## src/rtl/decode_pkg.sv

```systemverilog
// Shared constants for the decode stage: RV32I opcodes, one-hot ALU op and
// control-bit positions, and small helpers that build single-bit masks.
package decode_pkg;

  localparam int ALU_W  = 12;
  localparam int CTRL_W = 8;

  localparam logic [6:0] OPC_LUI    = 7'b0110111;
  localparam logic [6:0] OPC_AUIPC  = 7'b0010111;
  localparam logic [6:0] OPC_JAL    = 7'b1101111;
  localparam logic [6:0] OPC_JALR   = 7'b1100111;
  localparam logic [6:0] OPC_BRANCH = 7'b1100011;
  localparam logic [6:0] OPC_LOAD   = 7'b0000011;
  localparam logic [6:0] OPC_STORE  = 7'b0100011;
  localparam logic [6:0] OPC_OPIMM  = 7'b0010011;
  localparam logic [6:0] OPC_OP     = 7'b0110011;

  localparam int ALU_ADD  = 0;
  localparam int ALU_SUB  = 1;
  localparam int ALU_SLT  = 2;
  localparam int ALU_SLTU = 3;
  localparam int ALU_AND  = 4;
  localparam int ALU_NOR  = 5;
  localparam int ALU_OR   = 6;
  localparam int ALU_XOR  = 7;
  localparam int ALU_SLL  = 8;
  localparam int ALU_SRL  = 9;
  localparam int ALU_SRA  = 10;
  localparam int ALU_LUI  = 11;

  localparam int CTRL_REG_WRITE   = 0;
  localparam int CTRL_MEM2REG     = 1;
  localparam int CTRL_MEM_WRITE   = 2;
  localparam int CTRL_MEM_READ    = 3;
  localparam int CTRL_BRANCH      = 4;
  localparam int CTRL_ALU_SRC_IMM = 5;
  localparam int CTRL_JUMP        = 6;
  localparam int CTRL_SRC1_PC     = 7;

  function automatic logic [ALU_W-1:0] alu_bit(input int idx);
    return ALU_W'(1) << idx;
  endfunction

  function automatic logic [CTRL_W-1:0] ctrl_bit(input int idx);
    return CTRL_W'(1) << idx;
  endfunction

endpackage

```

## src/rtl/decode_stage_regfile.sv

```systemverilog
// Architectural register file: two combinational read ports, one synchronous
// write port. Contents are intentionally not reset; x0 is masked by the reader.
module regfile #(
  parameter  int XLEN = 32,
  parameter  int NREG = 32,
  localparam int RA_W = $clog2(NREG)
) (
  input  logic            clk,
  input  logic            we_i,
  input  logic [RA_W-1:0] waddr_i,
  input  logic [XLEN-1:0] wdata_i,
  input  logic [RA_W-1:0] raddr1_i,
  output logic [XLEN-1:0] rdata1_o,
  input  logic [RA_W-1:0] raddr2_i,
  output logic [XLEN-1:0] rdata2_o
);

  logic [XLEN-1:0] mem_q [NREG];

  always_ff @(posedge clk) begin
    if (we_i) mem_q[waddr_i] <= wdata_i;
  end

  assign rdata1_o = mem_q[raddr1_i];
  assign rdata2_o = mem_q[raddr2_i];

endmodule

```

## src/rtl/decode_stage.sv

```systemverilog
// RV32I decode stage: decodes the fetched word, reads/forwards operands,
// detects load-use (or, without forwarding, any EX/MEM RAW) hazards and
// registers the result toward EX.
//
// Handshake: fetch transfers when fs_valid & ds_ready on a rising edge; the
// output register transfers to EX when ds_valid & es_ready. While ds_valid is
// high and es_ready is low every output holds; flush squashes both sides.
module decode_stage
  import decode_pkg::*;
#(
  parameter  int XLEN   = 32,
  parameter  int NREG   = 32,
  parameter  int FWD_EN = 1,
  localparam int RA_W   = $clog2(NREG)
) (
  input  logic              clk,
  input  logic              rst_n,
  input  logic              fs_valid,
  input  logic [XLEN-1:0]   fs_pc,
  input  logic [31:0]       fs_inst,
  output logic              ds_ready,
  input  logic              flush,
  input  logic              es_ready,
  input  logic              es_valid,
  input  logic              es_reg_write,
  input  logic              es_is_load,
  input  logic [RA_W-1:0]   es_rd,
  input  logic [XLEN-1:0]   es_result,
  input  logic              ms_valid,
  input  logic              ms_reg_write,
  input  logic [RA_W-1:0]   ms_rd,
  input  logic [XLEN-1:0]   ms_result,
  input  logic              ws_wen,
  input  logic [RA_W-1:0]   ws_waddr,
  input  logic [XLEN-1:0]   ws_wdata,
  output logic              ds_valid,
  output logic [XLEN-1:0]   ds_pc,
  output logic [XLEN-1:0]   ds_src1,
  output logic [XLEN-1:0]   ds_src2,
  output logic [XLEN-1:0]   ds_imm,
  output logic [RA_W-1:0]   ds_rd,
  output logic [ALU_W-1:0]  ds_alu_op,
  output logic [CTRL_W-1:0] ds_ctrl,
  output logic              ds_illegal
);

  localparam bit FWD = (FWD_EN != 0);

  logic [6:0] opcode;
  logic [2:0] funct3;
  logic [6:0] funct7;
  logic [4:0] rs1_f, rs2_f, rd_f;
  logic [RA_W-1:0] rs_a [2];
  logic [RA_W-1:0] rd;

  assign opcode  = fs_inst[6:0];
  assign rd_f    = fs_inst[11:7];
  assign funct3  = fs_inst[14:12];
  assign rs1_f   = fs_inst[19:15];
  assign rs2_f   = fs_inst[24:20];
  assign funct7  = fs_inst[31:25];
  assign rs_a[0] = rs1_f[RA_W-1:0];
  assign rs_a[1] = rs2_f[RA_W-1:0];
  assign rd      = rd_f[RA_W-1:0];

  logic [31:0] imm_i, imm_s, imm_b, imm_u, imm_j;
  assign imm_i = {{20{fs_inst[31]}}, fs_inst[31:20]};
  assign imm_s = {{20{fs_inst[31]}}, fs_inst[31:25], fs_inst[11:7]};
  assign imm_b = {{19{fs_inst[31]}}, fs_inst[31], fs_inst[7], fs_inst[30:25], fs_inst[11:8], 1'b0};
  assign imm_u = {fs_inst[31:12], 12'b0};
  assign imm_j = {{11{fs_inst[31]}}, fs_inst[31], fs_inst[19:12], fs_inst[20], fs_inst[30:21], 1'b0};

  logic [ALU_W-1:0]  alu_d;
  logic [CTRL_W-1:0] ctrl_d;
  logic [31:0]       imm32;
  logic [1:0]        use_rs;
  logic              illegal_d;

  always_comb begin
    alu_d     = '0;
    ctrl_d    = '0;
    imm32     = '0;
    use_rs    = 2'b00;
    illegal_d = 1'b0;
    unique case (opcode)
      OPC_LUI: begin
        alu_d  = alu_bit(ALU_LUI);
        ctrl_d = ctrl_bit(CTRL_REG_WRITE) | ctrl_bit(CTRL_ALU_SRC_IMM);
        imm32  = imm_u;
      end
      OPC_AUIPC: begin
        alu_d  = alu_bit(ALU_ADD);
        ctrl_d = ctrl_bit(CTRL_REG_WRITE) | ctrl_bit(CTRL_ALU_SRC_IMM) | ctrl_bit(CTRL_SRC1_PC);
        imm32  = imm_u;
      end
      OPC_JAL: begin
        alu_d  = alu_bit(ALU_ADD);
        ctrl_d = ctrl_bit(CTRL_REG_WRITE) | ctrl_bit(CTRL_ALU_SRC_IMM) | ctrl_bit(CTRL_JUMP)
               | ctrl_bit(CTRL_SRC1_PC);
        imm32  = imm_j;
      end
      OPC_JALR: begin
        alu_d     = alu_bit(ALU_ADD);
        ctrl_d    = ctrl_bit(CTRL_REG_WRITE) | ctrl_bit(CTRL_ALU_SRC_IMM) | ctrl_bit(CTRL_JUMP);
        imm32     = imm_i;
        use_rs    = 2'b01;
        illegal_d = (funct3 != 3'b000);
      end
      OPC_BRANCH: begin
        ctrl_d = ctrl_bit(CTRL_BRANCH);
        imm32  = imm_b;
        use_rs = 2'b11;
        unique case (funct3)
          3'b000, 3'b001: alu_d = alu_bit(ALU_SUB);
          3'b100, 3'b101: alu_d = alu_bit(ALU_SLT);
          3'b110, 3'b111: alu_d = alu_bit(ALU_SLTU);
          default:        illegal_d = 1'b1;
        endcase
      end
      OPC_LOAD: begin
        alu_d     = alu_bit(ALU_ADD);
        ctrl_d    = ctrl_bit(CTRL_REG_WRITE) | ctrl_bit(CTRL_MEM2REG) | ctrl_bit(CTRL_MEM_READ)
                  | ctrl_bit(CTRL_ALU_SRC_IMM);
        imm32     = imm_i;
        use_rs    = 2'b01;
        illegal_d = (funct3 != 3'b010);
      end
      OPC_STORE: begin
        alu_d     = alu_bit(ALU_ADD);
        ctrl_d    = ctrl_bit(CTRL_MEM_WRITE) | ctrl_bit(CTRL_ALU_SRC_IMM);
        imm32     = imm_s;
        use_rs    = 2'b11;
        illegal_d = (funct3 != 3'b010);
      end
      OPC_OPIMM: begin
        ctrl_d = ctrl_bit(CTRL_REG_WRITE) | ctrl_bit(CTRL_ALU_SRC_IMM);
        imm32  = imm_i;
        use_rs = 2'b01;
        unique case (funct3)
          3'b000: alu_d = alu_bit(ALU_ADD);
          3'b010: alu_d = alu_bit(ALU_SLT);
          3'b011: alu_d = alu_bit(ALU_SLTU);
          3'b100: alu_d = alu_bit(ALU_XOR);
          3'b110: alu_d = alu_bit(ALU_OR);
          3'b111: alu_d = alu_bit(ALU_AND);
          3'b001: if (funct7 == 7'b0000000) alu_d = alu_bit(ALU_SLL); else illegal_d = 1'b1;
          default: begin
            if (funct7 == 7'b0000000)      alu_d = alu_bit(ALU_SRL);
            else if (funct7 == 7'b0100000) alu_d = alu_bit(ALU_SRA);
            else                           illegal_d = 1'b1;
          end
        endcase
      end
      OPC_OP: begin
        ctrl_d = ctrl_bit(CTRL_REG_WRITE);
        use_rs = 2'b11;
        if (funct7 == 7'b0000000) begin
          unique case (funct3)
            3'b000: alu_d = alu_bit(ALU_ADD);
            3'b001: alu_d = alu_bit(ALU_SLL);
            3'b010: alu_d = alu_bit(ALU_SLT);
            3'b011: alu_d = alu_bit(ALU_SLTU);
            3'b100: alu_d = alu_bit(ALU_XOR);
            3'b101: alu_d = alu_bit(ALU_SRL);
            3'b110: alu_d = alu_bit(ALU_OR);
            default: alu_d = alu_bit(ALU_AND);
          endcase
        end else if (funct7 == 7'b0100000 && funct3 == 3'b000) begin
          alu_d = alu_bit(ALU_SUB);
        end else if (funct7 == 7'b0100000 && funct3 == 3'b101) begin
          alu_d = alu_bit(ALU_SRA);
        end else begin
          illegal_d = 1'b1;
        end
      end
      default: illegal_d = 1'b1;
    endcase
    // An illegal word behaves as a bubble-like no-op with no side effects.
    if (illegal_d) begin
      alu_d  = '0;
      ctrl_d = '0;
      imm32  = '0;
      use_rs = 2'b00;
    end
    if (rd_f == 5'd0) ctrl_d = ctrl_d & ~ctrl_bit(CTRL_REG_WRITE);
  end

  logic [XLEN-1:0] rf_rdata [2];

  regfile #(.XLEN(XLEN), .NREG(NREG)) u_regfile (
    .clk      (clk),
    .we_i     (ws_wen),
    .waddr_i  (ws_waddr),
    .wdata_i  (ws_wdata),
    .raddr1_i (rs_a[0]),
    .rdata1_o (rf_rdata[0]),
    .raddr2_i (rs_a[1]),
    .rdata2_o (rf_rdata[1])
  );

  logic [1:0] used_nz, ex_hit, mem_hit, wb_hit, load_hit;
  logic       hazard;
  logic [XLEN-1:0] src_val [2];

  for (genvar s = 0; s < 2; s++) begin : g_src
    assign used_nz[s]  = use_rs[s] & (rs_a[s] != '0);
    assign ex_hit[s]   = es_valid & es_reg_write & (es_rd == rs_a[s]);
    assign load_hit[s] = es_valid & es_is_load & (es_rd == rs_a[s]);
    assign mem_hit[s]  = ms_valid & ms_reg_write & (ms_rd == rs_a[s]);
    assign wb_hit[s]   = ws_wen & (ws_waddr == rs_a[s]);

    // A load in EX never forwards: its data is not ready until MEM.
    always_comb begin
      src_val[s] = '0;
      if (used_nz[s]) begin
        if (FWD && ex_hit[s] && !es_is_load) src_val[s] = es_result;
        else if (FWD && mem_hit[s])          src_val[s] = ms_result;
        else if (wb_hit[s])                  src_val[s] = ws_wdata;
        else                                 src_val[s] = rf_rdata[s];
      end
    end
  end

  assign hazard = fs_valid & (|(used_nz & (load_hit | (FWD ? 2'b00 : (ex_hit | mem_hit)))));

  logic              valid_q;
  logic [XLEN-1:0]   pc_q, src1_q, src2_q, imm_q;
  logic [RA_W-1:0]   rd_q;
  logic [ALU_W-1:0]  alu_q;
  logic [CTRL_W-1:0] ctrl_q;
  logic              illegal_q;

  assign ds_ready = (~fs_valid | ~hazard) & (~valid_q | es_ready);

  always_ff @(posedge clk or negedge rst_n) begin
    if (!rst_n) begin
      valid_q   <= 1'b0;
      pc_q      <= '0;
      src1_q    <= '0;
      src2_q    <= '0;
      imm_q     <= '0;
      rd_q      <= '0;
      alu_q     <= '0;
      ctrl_q    <= '0;
      illegal_q <= 1'b0;
    end else if (flush) begin
      valid_q <= 1'b0;
    end else if (fs_valid && ds_ready) begin
      valid_q   <= 1'b1;
      pc_q      <= fs_pc;
      src1_q    <= src_val[0];
      src2_q    <= src_val[1];
      imm_q     <= XLEN'($signed(imm32));
      rd_q      <= rd;
      alu_q     <= alu_d;
      ctrl_q    <= ctrl_d;
      illegal_q <= illegal_d;
    end else if (!valid_q || es_ready) begin
      valid_q <= 1'b0;
    end
  end

  assign ds_valid   = valid_q;
  assign ds_pc      = pc_q;
  assign ds_src1    = src1_q;
  assign ds_src2    = src2_q;
  assign ds_imm     = imm_q;
  assign ds_rd      = rd_q;
  assign ds_alu_op  = alu_q;
  assign ds_ctrl    = ctrl_q;
  assign ds_illegal = illegal_q;

endmodule
```

## config.mk

```make
export PLATFORM = sky130hd
export DESIGN_NAME = decode_stage
export DESIGN_NICKNAME = d
export VERILOG_FILES = /design/src/rtl/decode_pkg.sv /design/src/rtl/decode_stage_regfile.sv /design/src/rtl/decode_stage.sv
export SDC_FILE = /design/constraint.sdc
export NUM_CORES = 2
export LEC_CHECK = 0
export CAP_MARGIN = 30
export CORE_ASPECT_RATIO = 2
export CORE_MARGIN = 5
export CORE_UTILIZATION = 35
export DETAILED_ROUTE_END_ITERATION = 7
export GPL_TIMING_DRIVEN = 0
export SLEW_MARGIN = 25
export SYNTH_ARGS = -nofsm -noshare
export SYNTH_HDL_FRONTEND = slang
export SYNTH_SLANG_ARGS = --single-unit
```

## constraint.sdc

```tcl
create_clock -name clk -period 3 [get_ports clk]
set_input_delay 0.3 -clock clk [delete_from_list [all_inputs] [get_ports clk]]
set_output_delay 0.3 -clock clk [all_outputs]
set_load 0.01 [all_outputs]
```

==> results.py <==
metrics = {
    "status": {
        "outcome": "finished with violations",
        "violations": "negative setup slack",
    },
    "global_routing": {
        "grt_use_total_pct": 30.2,
        "grt_max_degree": 92,
        "grt_pass1_wl_um": 348000,
        "first_global_vias": 41400,
        "antenna_found_initial": 33,
        "globalRoute.totalOverflow": 0,
    },
    "drt": {
        "route.detailed.drc": 0,
        "ant_nets": 0,
        "firstDrtPassIters": 6,
        "drtIter0Drc": 5293,
        "viasPerCell": 6.49,
        "wl_per_cell_um": 40.9,
        "wl_um": 262000,
        "vias": 41600,
    },
    "worst_setup_path": {
        "path_cells": "buf_2 > buf_2 > buf_4 > clkbuf_4 > mux2i_1 > a221oi_1 > nor2_1 > o21ai_0 > a22oi_1 > o21ai_0 > a22o_1",
        "reg2reg_slack_ps": 110,
        "worstPathRequired_ps": 3690,
        "crit_arrival_ps": 3830,
        "timing.critical_path.max_delay_family": "compound AO/OA/AOI/OAI gates",
        "slowest_stage": "o21ai_0",
        "critPathBufInv": 4,
        "cp_max_fo": 10,
        "end_kind": "flip-flop",
        "cp_slowest_stage_delay_ps": 770,
        "crit_type": "input port to flip-flop",
        "critical_path.startpoint_type": "input port",
    },
    "timing": {
        "fmax_mhz": 318,
        "slew_viol_final": 0,
        "relSlewSlack_pct": 23.9,
        "setup_slack_ps": -146,
        "worst_pin_slew_ps": 1140,
        "finalHoldViolCount": 0,
        "setup_viol": 16,
        "skew_ps": 35.9,
        "timing.final.crit_share_pct": 105,
        "min_period_ps": 3150,
        "rsz0062_at_grt": "no",
    },
    "worst_hold_path": {
        "hold_class": "input port to flip-flop",
    },
    "clocking": {
        "clk_pin_slew_worst_paths_ps": 70,
        "htree_levels": 3,
        "cts_sinks": 1177,
        "cts_buffers": 100,
        "cts_max_path_buffers": 3,
        "cts_tree": "done",
        "cts-root-buf": "clkbuf_16",
        "clk_latency_ps": 750,
    },
    "cells_and_area": {
        "layout_common_cells": "1,024 x edfxtp_1, 477 x mux2i_1, 288 x clkdlybuf4s50_1",
        "postLayoutCoreUtil_pct": 42.8,
        "final_common_cell": "edfxtp_1",
        "drive_gt1_share_pct": 20.3,
        "fin_nets": 4398,
        "final_area_um2": 68000,
        "syn2layout_area_growth_pct": 22.0,
    },
    "placed_design": {
        "port_buffers": 324,
        "post-dp-hpwl_um": 198000,
        "pre_cts_slack_ps": -1560,
        "placed_area_um2": 64100,
        "place_congestion": 1.01,
    },
    "synth": {
        "synth-edff-count": 1024,
        "synthArstFlopShare_pct": 13.0,
        "yosysWarnings": 0,
        "syn_area_per_cell_um2": 15.2,
        "netlist_instances": 3671,
        "mappedNetlistArea_um2": 55800,
        "synthDistinctLibCells": 65,
        "synth_seq_area_share_pct": 62.0,
        "ys_ff_latch": 1177,
        "synth_nets": 3857,
        "synthFlopType": "edfxtp_1",
    },
    "floorplanning": {
        "die_y_um": 574,
        "start_util_pct": 35.1,
        "fp.dieArea_um2": 168000,
        "fp.coreArea_um2": 159000,
        "io_pins": 342,
        "num_rows": 207,
        "die_x_um": 292,
    },
    "pwr": {
        "p_per_area_nw_per_um2": 539,
        "power.leakage_nw": 23.6,
        "ir_worst_vdd_v": 0.000457,
    },
    "run": {
        "cap_viol_max_count": 0,
    },
}
[sequential cells by signal (all words and copies together), names as in the netlist]
register / flops
ds_alu_op: 11
ds_ctrl: 7
ds_illegal: 1
ds_imm: 32
ds_pc: 32
ds_rd: 5
ds_src1: 32
ds_src2: 32
ds_valid: 1
u_regfile.mem_q: 1024
[cell families after synthesis]
logic type / Yosys count / share of synthesized area (%)
compound gates: 819 / 10.7
xor+xnor: 30 / 0.471
buf+inv: 319 / 2.44
flops: 1177 / 62.0
mux: 761 / 19.9
other cells: 1 / 0.00673
simple gates: 564 / 4.41
[where the power goes]
group	total (mW)	internal (mW)	switching, mW
Sequential	18.2	18.1	0.152
Clock	13.7	7.21	6.49
Combinational	4.73	1.59	3.14
Total	36.6	26.9	9.78
[per-stage QoR]
step	hold slack [ps]	TNS (ps)	cells	total power [mW]
3_5_place_dp	297	-168310	6190	23.0
2_1_floorplan	4.41	0	3671	20.5
3_3_place_gp	449	-3337700	6085	22.9
6_report	26.9	-786	6404	36.6
5_1_grt	28.1	0	6391	37.3
4_1_cts	5.61	0	6385	36.5
[worst paths after layout]
kind	from	endpoint	cells past startpoint
worst max-delay path	fs_inst[20]	ds_src2[31]	11
worst min-delay path	ws_wdata[10]	u_regfile.mem_q[6][10]	1
worst max register to register	ds_valid	ds_src1[25]	7
worst min register to register	ds_imm[10]	ds_imm[10]	2
max in group asynchronous	rst_n	ds_src2[18]	3
min in group asynchronous	rst_n	ds_imm[14]	2
[synth_stat cells (all sizes together) (3+ instances only)]
library cell | count | share of area (%)
edfxtp | 1024 | 55
mux2i | 478 | 8.6
mux4 | 279 | 11
a221oi | 245 | 3.8
nor2 | 230 | 1.5
o21ai | 214 | 2.0
nand2 | 201 | 1.4
clkbuf | 164 | 1.1
dfrtp | 153 | 6.9
a22oi | 147 | 2.0
buf | 141 | 1.2
a22o | 58 | 0.91
o221ai | 37 | 0.58
a21oi | 33 | 0.30
nand3 | 33 | 0.30
o22ai | 22 | 0.25
o31ai | 16 | 0.22
xor2 | 16 | 0.25
nor2b | 15 | 0.17
inv | 14 | 0.094
xnor2 | 14 | 0.22
nor4 | 13 | 0.15
nor3 | 12 | 0.12
a211oi | 9 | 0.12
a31oi | 8 | 0.090
nand2b | 8 | 0.090
and2 | 7 | 0.079
nand3b | 7 | 0.094
or3 | 7 | 0.079
or3b | 6 | 0.094
a21o | 5 | 0.067
or4 | 5 | 0.067
a32oi | 4 | 0.063
mux2 | 4 | 0.081
nand4 | 4 | 0.045
o21a | 4 | 0.054
o41ai | 4 | 0.063
or2 | 4 | 0.045
and3 | 3 | 0.034
and4 | 3 | 0.047
[cell type report]
| cell class | instances | area, um2 |
|---|---|---|
| fillers | 14300 | 90700 |
| flip-flops and latches | 1177 | 34600 |
| multi-input cells | 2175 | 20200 |
| repair buffers | 444 | 5540 |
| clock buffers | 124 | 2680 |
| well taps | 2090 | 2620 |
| plain buffers | 300 | 1630 |
| clock inverters | 62 | 659 |
| inverters | 14 | 52.6 |
| diodes | 18 | 45.0 |
[metal layers]
metal  wire length, um  global-route usage (%)
met1             77700                    29.7
met2            130000                    52.2
met3             23700                    7.05
met4             31000                    27.3
met5               143                       0
[what timing repair did]
item                                   CTS  global route
buffers inserted                         6             0
pin swaps                                3             2
gates cloned                             0             0
setup endpoints to repair              122            56
resized for setup                      142            55
hold buffers                             5             0
endpoints found under the hold margin  112             0
Power figures use the tool's default switching activity.
